--- config.mk ---
export PLATFORM = sky130hd
export DESIGN_NAME = ap_ctrl_txn_profiler
export DESIGN_NICKNAME = d
export VERILOG_FILES = /design/src/rtl/ap_ctrl_txn_profiler.sv
export SDC_FILE = /design/constraint.sdc
export NUM_CORES = 1
export LEC_CHECK = 0
export ABC_CLOCK_PERIOD_IN_PS = 11500
export BUFFER_PORTS_ARGS = -buffer_cell sky130_fd_sc_hd__buf_2
export CORE_UTILIZATION = 50
export CTS_CLUSTER_DIAMETER = 120
export CTS_CLUSTER_SIZE = 30
export DETAILED_ROUTE_END_ITERATION = 12
export PLACE_DENSITY = 0.77
export SLEW_MARGIN = 25
export SYNTH_ARGS = -nofsm -noshare
export SYNTH_HDL_FRONTEND = slang
export SYNTH_SLANG_ARGS = --single-unit
--- constraint.sdc ---
create_clock -name ap_clk -period 11.5 [get_ports ap_clk]
set_input_delay 3.45 -clock ap_clk [delete_from_list [all_inputs] [get_ports ap_clk]]
set_output_delay 3.45 -clock ap_clk [all_outputs]
set_load 0.005 [all_outputs]
--- src/rtl/ap_ctrl_txn_profiler.sv ---
// Per-transaction profiler for one ap_ctrl_hs block and its pipelined loop.
// Records {MOD_ID, complete, latency, iters, stalls[, start timestamp]} are queued
// in a small FIFO and streamed out over valid/ready.
// Optional: AP_CTRL_TXN_PROFILER_TIMESTAMP_EN appends the start-cycle timestamp.
module ap_ctrl_txn_profiler #(
    parameter int unsigned CNT_W      = 32,
    parameter int unsigned ID_W       = 4,
    parameter int unsigned MOD_ID     = 0,
    parameter int unsigned FIFO_DEPTH = 4,
`ifdef AP_CTRL_TXN_PROFILER_TIMESTAMP_EN
    localparam int unsigned REC_W     = ID_W + 1 + 4 * CNT_W,
`else
    localparam int unsigned REC_W     = ID_W + 1 + 3 * CNT_W,
`endif
    localparam int unsigned LVL_W     = $clog2(FIFO_DEPTH) + 1
) (
    input  logic             ap_clk,
    input  logic             ap_rst_n,
    input  logic             ap_start,
    input  logic             ap_ready,
    input  logic             ap_done,
    input  logic             iter_start_enable,
    input  logic             iter_start_block,
    input  logic             finish,
    output logic             rec_valid,
    input  logic             rec_ready,
    output logic [REC_W-1:0] rec_data,
    output logic             rec_overflow,
    output logic             drained,
    output logic [LVL_W-1:0] fifo_level
);

    localparam int unsigned PTR_W = $clog2(FIFO_DEPTH);

    typedef enum logic [1:0] {
        IDLE  = 2'd0,
        BUSY  = 2'd1,
        DRAIN = 2'd2,
        DONE  = 2'd3
    } state_e;

    state_e state_q, state_d;

    logic [CNT_W-1:0] lat_q, lat_d, iters_q, iters_d, stalls_q, stalls_d;
    logic [CNT_W-1:0] lat_inc, iters_inc, stalls_inc;
    logic             push_c, complete_c, reload_c;
    logic [REC_W-1:0] rec_c;

    logic [REC_W-1:0] mem_q [FIFO_DEPTH];
    logic [REC_W-1:0] mem_d [FIFO_DEPTH];
    logic [PTR_W-1:0] wr_ptr_q, wr_ptr_d, rd_ptr_q, rd_ptr_d;
    logic [LVL_W-1:0] count_q, count_d;
    logic             valid_q, valid_d;
    logic [REC_W-1:0] data_q, data_d;
    logic             overflow_q, overflow_d;
    logic             drained_q, drained_d;
    logic             pop_c, do_push_c;

`ifdef AP_CTRL_TXN_PROFILER_TIMESTAMP_EN
    logic [CNT_W-1:0] ts_q, ts_d, start_ts_q, start_ts_d;
`endif

    // ap_ready is observed only; handshake completion is keyed off ap_done.
    logic unused_ap_ready;
    assign unused_ap_ready = ap_ready;

    function automatic logic [CNT_W-1:0] sat_inc(input logic [CNT_W-1:0] x);
        return (&x) ? x : x + CNT_W'(1);
    endfunction

    always_ff @(posedge ap_clk or negedge ap_rst_n) begin
        if (!ap_rst_n) begin
            state_q    <= IDLE;
            lat_q      <= '0;
            iters_q    <= '0;
            stalls_q   <= '0;
            wr_ptr_q   <= '0;
            rd_ptr_q   <= '0;
            count_q    <= '0;
            valid_q    <= 1'b0;
            data_q     <= '0;
            overflow_q <= 1'b0;
            drained_q  <= 1'b0;
            for (int i = 0; i < int'(FIFO_DEPTH); i++) mem_q[i] <= '0;
`ifdef AP_CTRL_TXN_PROFILER_TIMESTAMP_EN
            ts_q       <= '0;
            start_ts_q <= '0;
`endif
        end else begin
            state_q    <= state_d;
            lat_q      <= lat_d;
            iters_q    <= iters_d;
            stalls_q   <= stalls_d;
            wr_ptr_q   <= wr_ptr_d;
            rd_ptr_q   <= rd_ptr_d;
            count_q    <= count_d;
            valid_q    <= valid_d;
            data_q     <= data_d;
            overflow_q <= overflow_d;
            drained_q  <= drained_d;
            for (int i = 0; i < int'(FIFO_DEPTH); i++) mem_q[i] <= mem_d[i];
`ifdef AP_CTRL_TXN_PROFILER_TIMESTAMP_EN
            ts_q       <= ts_d;
            start_ts_q <= start_ts_d;
`endif
        end
    end

    // Next state: finish outranks start/done; DRAIN waits for the FIFO to empty.
    always_comb begin
        state_d = state_q;
        case (state_q)
            IDLE: begin
                if (finish)        state_d = DRAIN;
                else if (ap_start) state_d = BUSY;
            end
            BUSY: begin
                if (finish)                    state_d = DRAIN;
                else if (ap_done && !ap_start) state_d = IDLE;
            end
            DRAIN: begin
                if (count_d == '0) state_d = DONE;
            end
            default: state_d = state_q;
        endcase
    end

    // Counters and record push; the reported values include the current cycle.
    always_comb begin
        lat_inc    = sat_inc(lat_q);
        iters_inc  = (iter_start_enable && !iter_start_block) ? sat_inc(iters_q) : iters_q;
        stalls_inc = iter_start_block ? sat_inc(stalls_q) : stalls_q;
        lat_d      = lat_q;
        iters_d    = iters_q;
        stalls_d   = stalls_q;
        push_c     = 1'b0;
        complete_c = 1'b0;
        reload_c   = 1'b0;
        drained_d  = (state_d == DONE);
`ifdef AP_CTRL_TXN_PROFILER_TIMESTAMP_EN
        ts_d       = ts_q + CNT_W'(1);
        start_ts_d = start_ts_q;
`endif
        case (state_q)
            IDLE: reload_c = !finish && ap_start;
            BUSY: begin
                lat_d      = lat_inc;
                iters_d    = iters_inc;
                stalls_d   = stalls_inc;
                push_c     = finish || ap_done;
                complete_c = ap_done;
                reload_c   = !finish && ap_done && ap_start;
            end
            default: ;
        endcase
        if (reload_c) begin
            lat_d    = CNT_W'(1);
            iters_d  = '0;
            stalls_d = '0;
`ifdef AP_CTRL_TXN_PROFILER_TIMESTAMP_EN
            start_ts_d = ts_q;
`endif
        end
    end

`ifdef AP_CTRL_TXN_PROFILER_TIMESTAMP_EN
    assign rec_c = {ID_W'(MOD_ID), complete_c, lat_inc, iters_inc, stalls_inc, start_ts_q};
`else
    assign rec_c = {ID_W'(MOD_ID), complete_c, lat_inc, iters_inc, stalls_inc};
`endif

    // Record FIFO; the head entry is re-registered so rec_data comes straight from a flop.
    always_comb begin
        for (int i = 0; i < int'(FIFO_DEPTH); i++) mem_d[i] = mem_q[i];
        wr_ptr_d   = wr_ptr_q;
        rd_ptr_d   = rd_ptr_q;
        overflow_d = overflow_q;
        pop_c      = valid_q && rec_ready;
        do_push_c  = push_c && ((count_q != LVL_W'(FIFO_DEPTH)) || pop_c);
        if (push_c && !do_push_c) overflow_d = 1'b1;
        if (do_push_c) begin
            mem_d[wr_ptr_q] = rec_c;
            wr_ptr_d        = wr_ptr_q + PTR_W'(1);
        end
        if (pop_c) rd_ptr_d = rd_ptr_q + PTR_W'(1);
        count_d = count_q + LVL_W'(do_push_c) - LVL_W'(pop_c);
        valid_d = (count_d != '0);
        data_d  = valid_d ? mem_d[rd_ptr_d] : '0;
    end

    assign rec_valid    = valid_q;
    assign rec_data     = data_q;
    assign rec_overflow = overflow_q;
    assign drained      = drained_q;
    assign fifo_level   = count_q;

endmodule

==> impl_metrics.toml, run 1 <==
[finish]
syn_to_final_growth_pct = 6.17
layout.nets = 2849
drive_above_1_share_pct = 9.43
antennaDiodeCount = 0
final_common_cell = "dfrtp_1"
final_area_um2 = 29700
layout_common_cells = "dfrtp_1, nor2_1, a21oi_1, nand2_1, o21ai_0"

[worst_setup_path]
reg2reg_slack_ps = 5530
reg2reg_to = "rec_data[16]$_DFF_PN0_"
critPathTopFamily = "compound AO/OA/AOI/OAI gates"
critPathMostFrequentCell = "inv_1"
timing.rr.start = "state_q[1]$_DFF_PN0_"
startpoint_type = "input port"
crit_chain = "buf_2, nor2_1, a211oi_2, inv_1, ha_1, inv_1, ha_1, fa_1, xnor3_1, nor3_4, inv_1, nand2_1, nor2_4, buf_4, a211oi_2, nor2_1, or3_1"
critical_path_buf_inv_count = 5
endpoint_kind = "flip-flop"
cp_slowest_cell = "a211oi_2"
cp.arrival_ps = 8810
r2r_cells = 16
crit_type = "in2reg"
critical_path.max_fanout = 52
cp.required_ps = 11990
startpoint = "ap_done"
slowest_delay_ps = 810

[floorplan]
die-area_um2 = 56800
die_h_um = 238
rows = 86
core_area_um2 = 55200
initial_core_util_pct = 50.6
io_pins = 116
die_x_um = 238

[cts]
clock_latency_ps = 620
clock-sinks = 613
path_clk_slew_ps = 110
cts_setup_buffers = 0
holdBufCountCts = 0
cts_tree = "done"
cts_max_level = 1
cts_buffers = 24
cts_resized = 0
clockRootBuffer = "clkbuf_16"
clk_path_buf_depth = 3

[placed_design]
gp_congestion = 0.919
place_area_um2 = 29000
numPortBuffers = 114
place_hpwl_mm = 46.8

[min_path]
hold_depth = 2
min_path_type = "reg2reg"
hp-start = "mem_q[198]$_DFF_PN0_"
whs_endpoint = "mem_q[198]$_DFF_PN0_"

[sta]
fmax_mhz = 120
worst_pin_slew_ps = 1160
hold_viol = 0
tns_ps = 0
rsz0062_at_grt = "no"
finalCriticalPeriod_ps = 8320
slew_violations = 0
slew-limit-headroom_pct = 22.9
skew_ps = 28.5
fin_crit_sh_pct = 72.3
setup_violations = 0

[synth]
synth-edff-count = 0
synth-seq-cells = 613
synth.cell_area_um2 = 27900
synth-seq-area-share_pct = 54.9
syn_inst = 2865
ys_warn_count = 0
syn-num-nets = 2884
avgSynthCellArea_um2 = 9.75
ys.flop_type = "dfrtp_1"
synth.lib_cells_used.distinct = 83
async_flop_share_pct = 100

[global_route]
grt_max_degree = 191
grt_usage_pct = 25.9
grt_overflow = 0
antenna_found_initial = 3
grt_pass1_vias = 21300
grt_pass1_wl_mm = 117

[power_and_ir_drop]
p_per_area_nw_per_um2 = 157
power_uw = 4670
p_leak_uw = 0.0131
ir_drop_uv = 242

[routing]
num_vias = 22400
wl_mm = 74.0
drc_errors = 0
first_pass_iters = 5
postRouteAntennaNets = 0
routed_via_density = 6.26
drt_iter0_drc = 2474
routedWlPerCell_um = 20.7

[job]
max-cap-violations = 0

[outcome]
status = "complete, no violations"
==> worst reg2reg max path: stages, from the launching register on <==
cell and delay (ps):
dfrtp_1 430, nand2b_1 340, a211oi_2 820, inv_1 150
ha_1 330, inv_1 40, ha_1 190, fa_1 410
xnor3_1 410, nor3_4 470, inv_1 380, nand2_1 310
nor2_4 40, buf_4 380, a211oi_2 740, nor2_1 90
or3_1 330
==> stage by stage <==
stage,cells,hold slack [ps],setup slack (ps),util [%]
CTS,3576,473,3200,53.6
floorplan,2865,426,4170,-
global placement,3550,439,2690,52.5
finish,3578,471,3180,53.7
global route,3578,493,2830,53.7
detailed placement,3550,447,2590,52.5
==> where the power goes <==
group          internal (uW)  total [uW]  leakage (uW)  switching, uW
combinational            304        1220       0.00435            916
clock                    397        1060      0.000318            659
sequential              2320        2390       0.00841           74.3
==> final cells by class <==
class                   count  area [um^2]
fillers                  4781        25500
clock inverters             1         20.0
flip-flops and latches    613        15300
clock buffers              25          626
inverters                  33          124
multi-input cells        2011        11700
well taps                 748          936
repair buffers            147          910
==> how the worst max path moves through the flow <==
| stage | slack [ps] | cells after the start | to |
|---|---|---|---|
| CTS | 3200 | 17 | rec_data[16]$_DFF_PN0_ |
| detailed placement | 2590 | 17 | rec_data[16]$_DFF_PN0_ |
| global placement | 2690 | 17 | rec_data[16]$_DFF_PN0_ |
| finish | 3180 | 17 | rec_data[16]$_DFF_PN0_ |
| global route | 2830 | 17 | rec_data[16]$_DFF_PN0_ |
| floorplan | 4170 | 17 | rec_data[75]$_DFF_PN0_ |
==> cell families after synthesis <==
logic type,synth area share (%)
compound gates,20.7
xor+xnor,3.02
fa+ha+maj,0.475
buf+inv,3.47
flops,54.9
mux,0.860
simple gates,16.6
==> state kept, by name, summed over array words and instances (netlist names) <==
register / count
drained: 1
rd_ptr_q: 2
lat_q: 32
state_q: 2
rec_overflow: 1
iters_q: 32
mem_q: 404
rec_data: 101
stalls_q: 32
fifo_level: 3
wr_ptr_q: 2
rec_valid: 1
==> cells in the mapped netlist, types with 36 or more instances <==
library cell	number	area, um^2
a31oi_1	45	282
nor3_1	47	235
nand2_1	287	1080
dfrtp_1	613	15300
a21oi_1	307	1540
buf_2	38	190
o31ai_1	36	270
o21ai_0	217	1090
xnor2_1	46	403
clkbuf_1	126	473
or4_1	41	308
nand3_1	54	270
a22oi_1	73	548
nor2_1	369	1390
buf_1	37	139
a211oi_1	150	1130
==> metal layers <==
layer | track usage (%) | vias to the layer above | part of all wire (%) | wire length (um)
met4 | 6.16 | 2 | 2.0 | 1470
met3 | 2.83 | 90 | 6.7 | 4980
met2 | 42.3 | 815 | 48 | 35200
met5 | 0 | - | 0.018 | 13
met1 | 37.1 | 11300 | 44 | 32400
li1 | - | 10200 | - | -
(Power assumes the default switching activity.)
==> inputs of run 2 (changes only) <==
--- a/config.mk
+++ b/config.mk
@@ -5,13 +5,13 @@
 export SDC_FILE = /design/constraint.sdc
 export NUM_CORES = 1
 export LEC_CHECK = 0
-export ABC_CLOCK_PERIOD_IN_PS = 11500
+export ABC_CLOCK_PERIOD_IN_PS = 6850
 export BUFFER_PORTS_ARGS = -buffer_cell sky130_fd_sc_hd__buf_2
 export CORE_UTILIZATION = 50
 export CTS_CLUSTER_DIAMETER = 120
 export CTS_CLUSTER_SIZE = 30
 export DETAILED_ROUTE_END_ITERATION = 12
-export PLACE_DENSITY = 0.77
+export PLACE_DENSITY = 0.79
 export SLEW_MARGIN = 25
 export SYNTH_ARGS = -nofsm -noshare
 export SYNTH_HDL_FRONTEND = slang
==> constraint.sdc (replaced) <==
create_clock -name ap_clk -period 6.85 [get_ports ap_clk]
set_input_delay 2.055 -clock ap_clk [delete_from_list [all_inputs] [get_ports ap_clk]]
set_output_delay 2.055 -clock ap_clk [all_outputs]
set_load 0.005 [all_outputs]
==> impl_metrics.toml, run 2 (synthesis results as in run 1) <==
[floorplan]
rows = 86
io_pins = 116
die_x_um = 238
core_area_um2 = 55200
die-area_um2 = 56800
die_h_um = 238
initial_core_util_pct = 50.6

[cts]
cts_max_level = 1
clk_path_buf_depth = 3
holdBufCountCts = 0
clockRootBuffer = "clkbuf_16"
cts_buffers = 24
clock-sinks = 613
path_clk_slew_ps = 110
cts_setup_buffers = 0
cts_tree = "done"
cts_resized = 0
clock_latency_ps = 620

[sta]
fin_crit_sh_pct = 79.7
hold_viol = 0
slew_violations = 0
finalCriticalPeriod_ps = 5460
rsz0062_at_grt = "no"
tns_ps = 0
setup_violations = 0
timing.final.ws_setup_ps = 1390
skew_ps = 48.4
fin_hold_ws_ps = 474
slew-limit-headroom_pct = 34.9
fmax_mhz = 183
worst_pin_slew_ps = 974

[placed_design]
place_ws_ps = 831
gp_congestion = 0.927
numPortBuffers = 114
place_hpwl_mm = 47.5

[min_path]
hold_depth = 2
min_path_type = "reg2reg"

[routing]
wl_met3_mm = 5.12
routedWlPerCell_um = 20.3
dr_wl_met2_mm = 34.2
postRouteAntennaNets = 0
routed_via_density = 6.22
drt_iter0_drc = 2603
first_pass_iters = 6
highest_layer = "met5"
m1WireLength_mm = 31.9
drc_errors = 0
num_vias = 22300
wl_mm = 73.0

[finish]
final_util_pct = 54.0
drive_above_1_share_pct = 9.78
layout.nets = 2861
antennaDiodeCount = 0
top_register = "mem_q"
largest_reg_flops = 404
syn_to_final_growth_pct = 6.72
layout_common_cells = "dfrtp_1, nor2_1, a21oi_1, nand2_1, o21ai_0"
fill_cells = 4700
final_common_cell = "dfrtp_1"

[global_route]
grt_pass1_vias = 21400
grt_overflow = 0
grt_max_degree = 140
grt_usage_pct = 25.7
antenna_found_initial = 1
grt_pass1_wl_mm = 117

[power_and_ir_drop]
p_int_uw = 5160
power_switching_uw = 2770
ir_drop_uv = 338
pwr-share-comb_pct = 27.1
power_uw = 7920
p_leak_uw = 0.0132
switching_share_pct = 34.9
p_per_area_nw_per_um2 = 266
clkPwrFrac_pct = 22.3
power.share.sequential_pct = 50.7

[worst_setup_path]
cp.required_ps = 7320
startpoint_type = "input port"
endpoint_kind = "flip-flop"
critical_path.max_fanout = 13
crit_type = "in2reg"
cp.arrival_ps = 5920
r2r_cells = 16

[outcome]
status = "complete, no violations"

[job]
max-cap-violations = 0
## run 2: final timing paths
path | start | endpoint | slack [ps]
max reg2reg | state_q[1]$_DFF_PN0_ | rec_data[16]$_DFF_PN0_ | 2500
min in group asynchronous | ap_rst_n | fifo_level[2]$_DFF_PN0_ | 1510
min reg2reg | mem_q[198]$_DFF_PN0_ | mem_q[198]$_DFF_PN0_ | 470
max | ap_done | rec_data[16]$_DFF_PN0_ | 1390
max in group asynchronous | ap_rst_n | mem_q[321]$_DFF_PN0_ | 3990
min | mem_q[198]$_DFF_PN0_ | mem_q[198]$_DFF_PN0_ | 470
## run 2: area by class of cell
class / instances / area [um^2] / area share (%)
inverter: 33 / 124 / 0.415
multi-input combinational: 2011 / 11700 / 39.3
timing repair buffer: 159 / 1070 / 3.58
tap: 748 / 936 / 3.14
clock buffer: 26 / 629 / 2.11
clock inverter: 1 / 16.3 / 0.0546
sequential: 613 / 15300 / 51.4
## run 2: through the flow
step,instance area [um^2],cells
finish,29800,3591
global route,29800,3591
CTS,29800,3591
detailed placement,29200,3564
global placement,29200,3564
floorplan,27900,2865
## run 2: critical path: stages
cell      delay (ps)
buf_2            150
nor2_1           120
a211oi_1         320
inv_1            100
ha_1             290
inv_1             40
ha_1             180
fa_1             410
xnor3_1          410
nor3_4           140
inv_1            240
nand3_1          400
o22ai_1          250
a211oi_2         210
buf_4            200
nor2_1            50
or3_1            340
## run 2: power groups by stage
stage	logic, uW	clock network (uW)	registers [uW]
2_1_floorplan	1130	0	4060
3_3_place_gp	2080	0	4080
3_5_place_dp	2110	0	4090
4_1_cts	2120	1800	4020
5_1_grt	2280	1920	4040
6_report	2140	1760	4020
## run 2: metal layers
metal | up-vias | track usage, %
li1 | 10200 | -
met1 | 11200 | 37.7
met2 | 858 | 40.8
met3 | 97 | 2.53
met4 | 2 | 7.30
met5 | - | 0
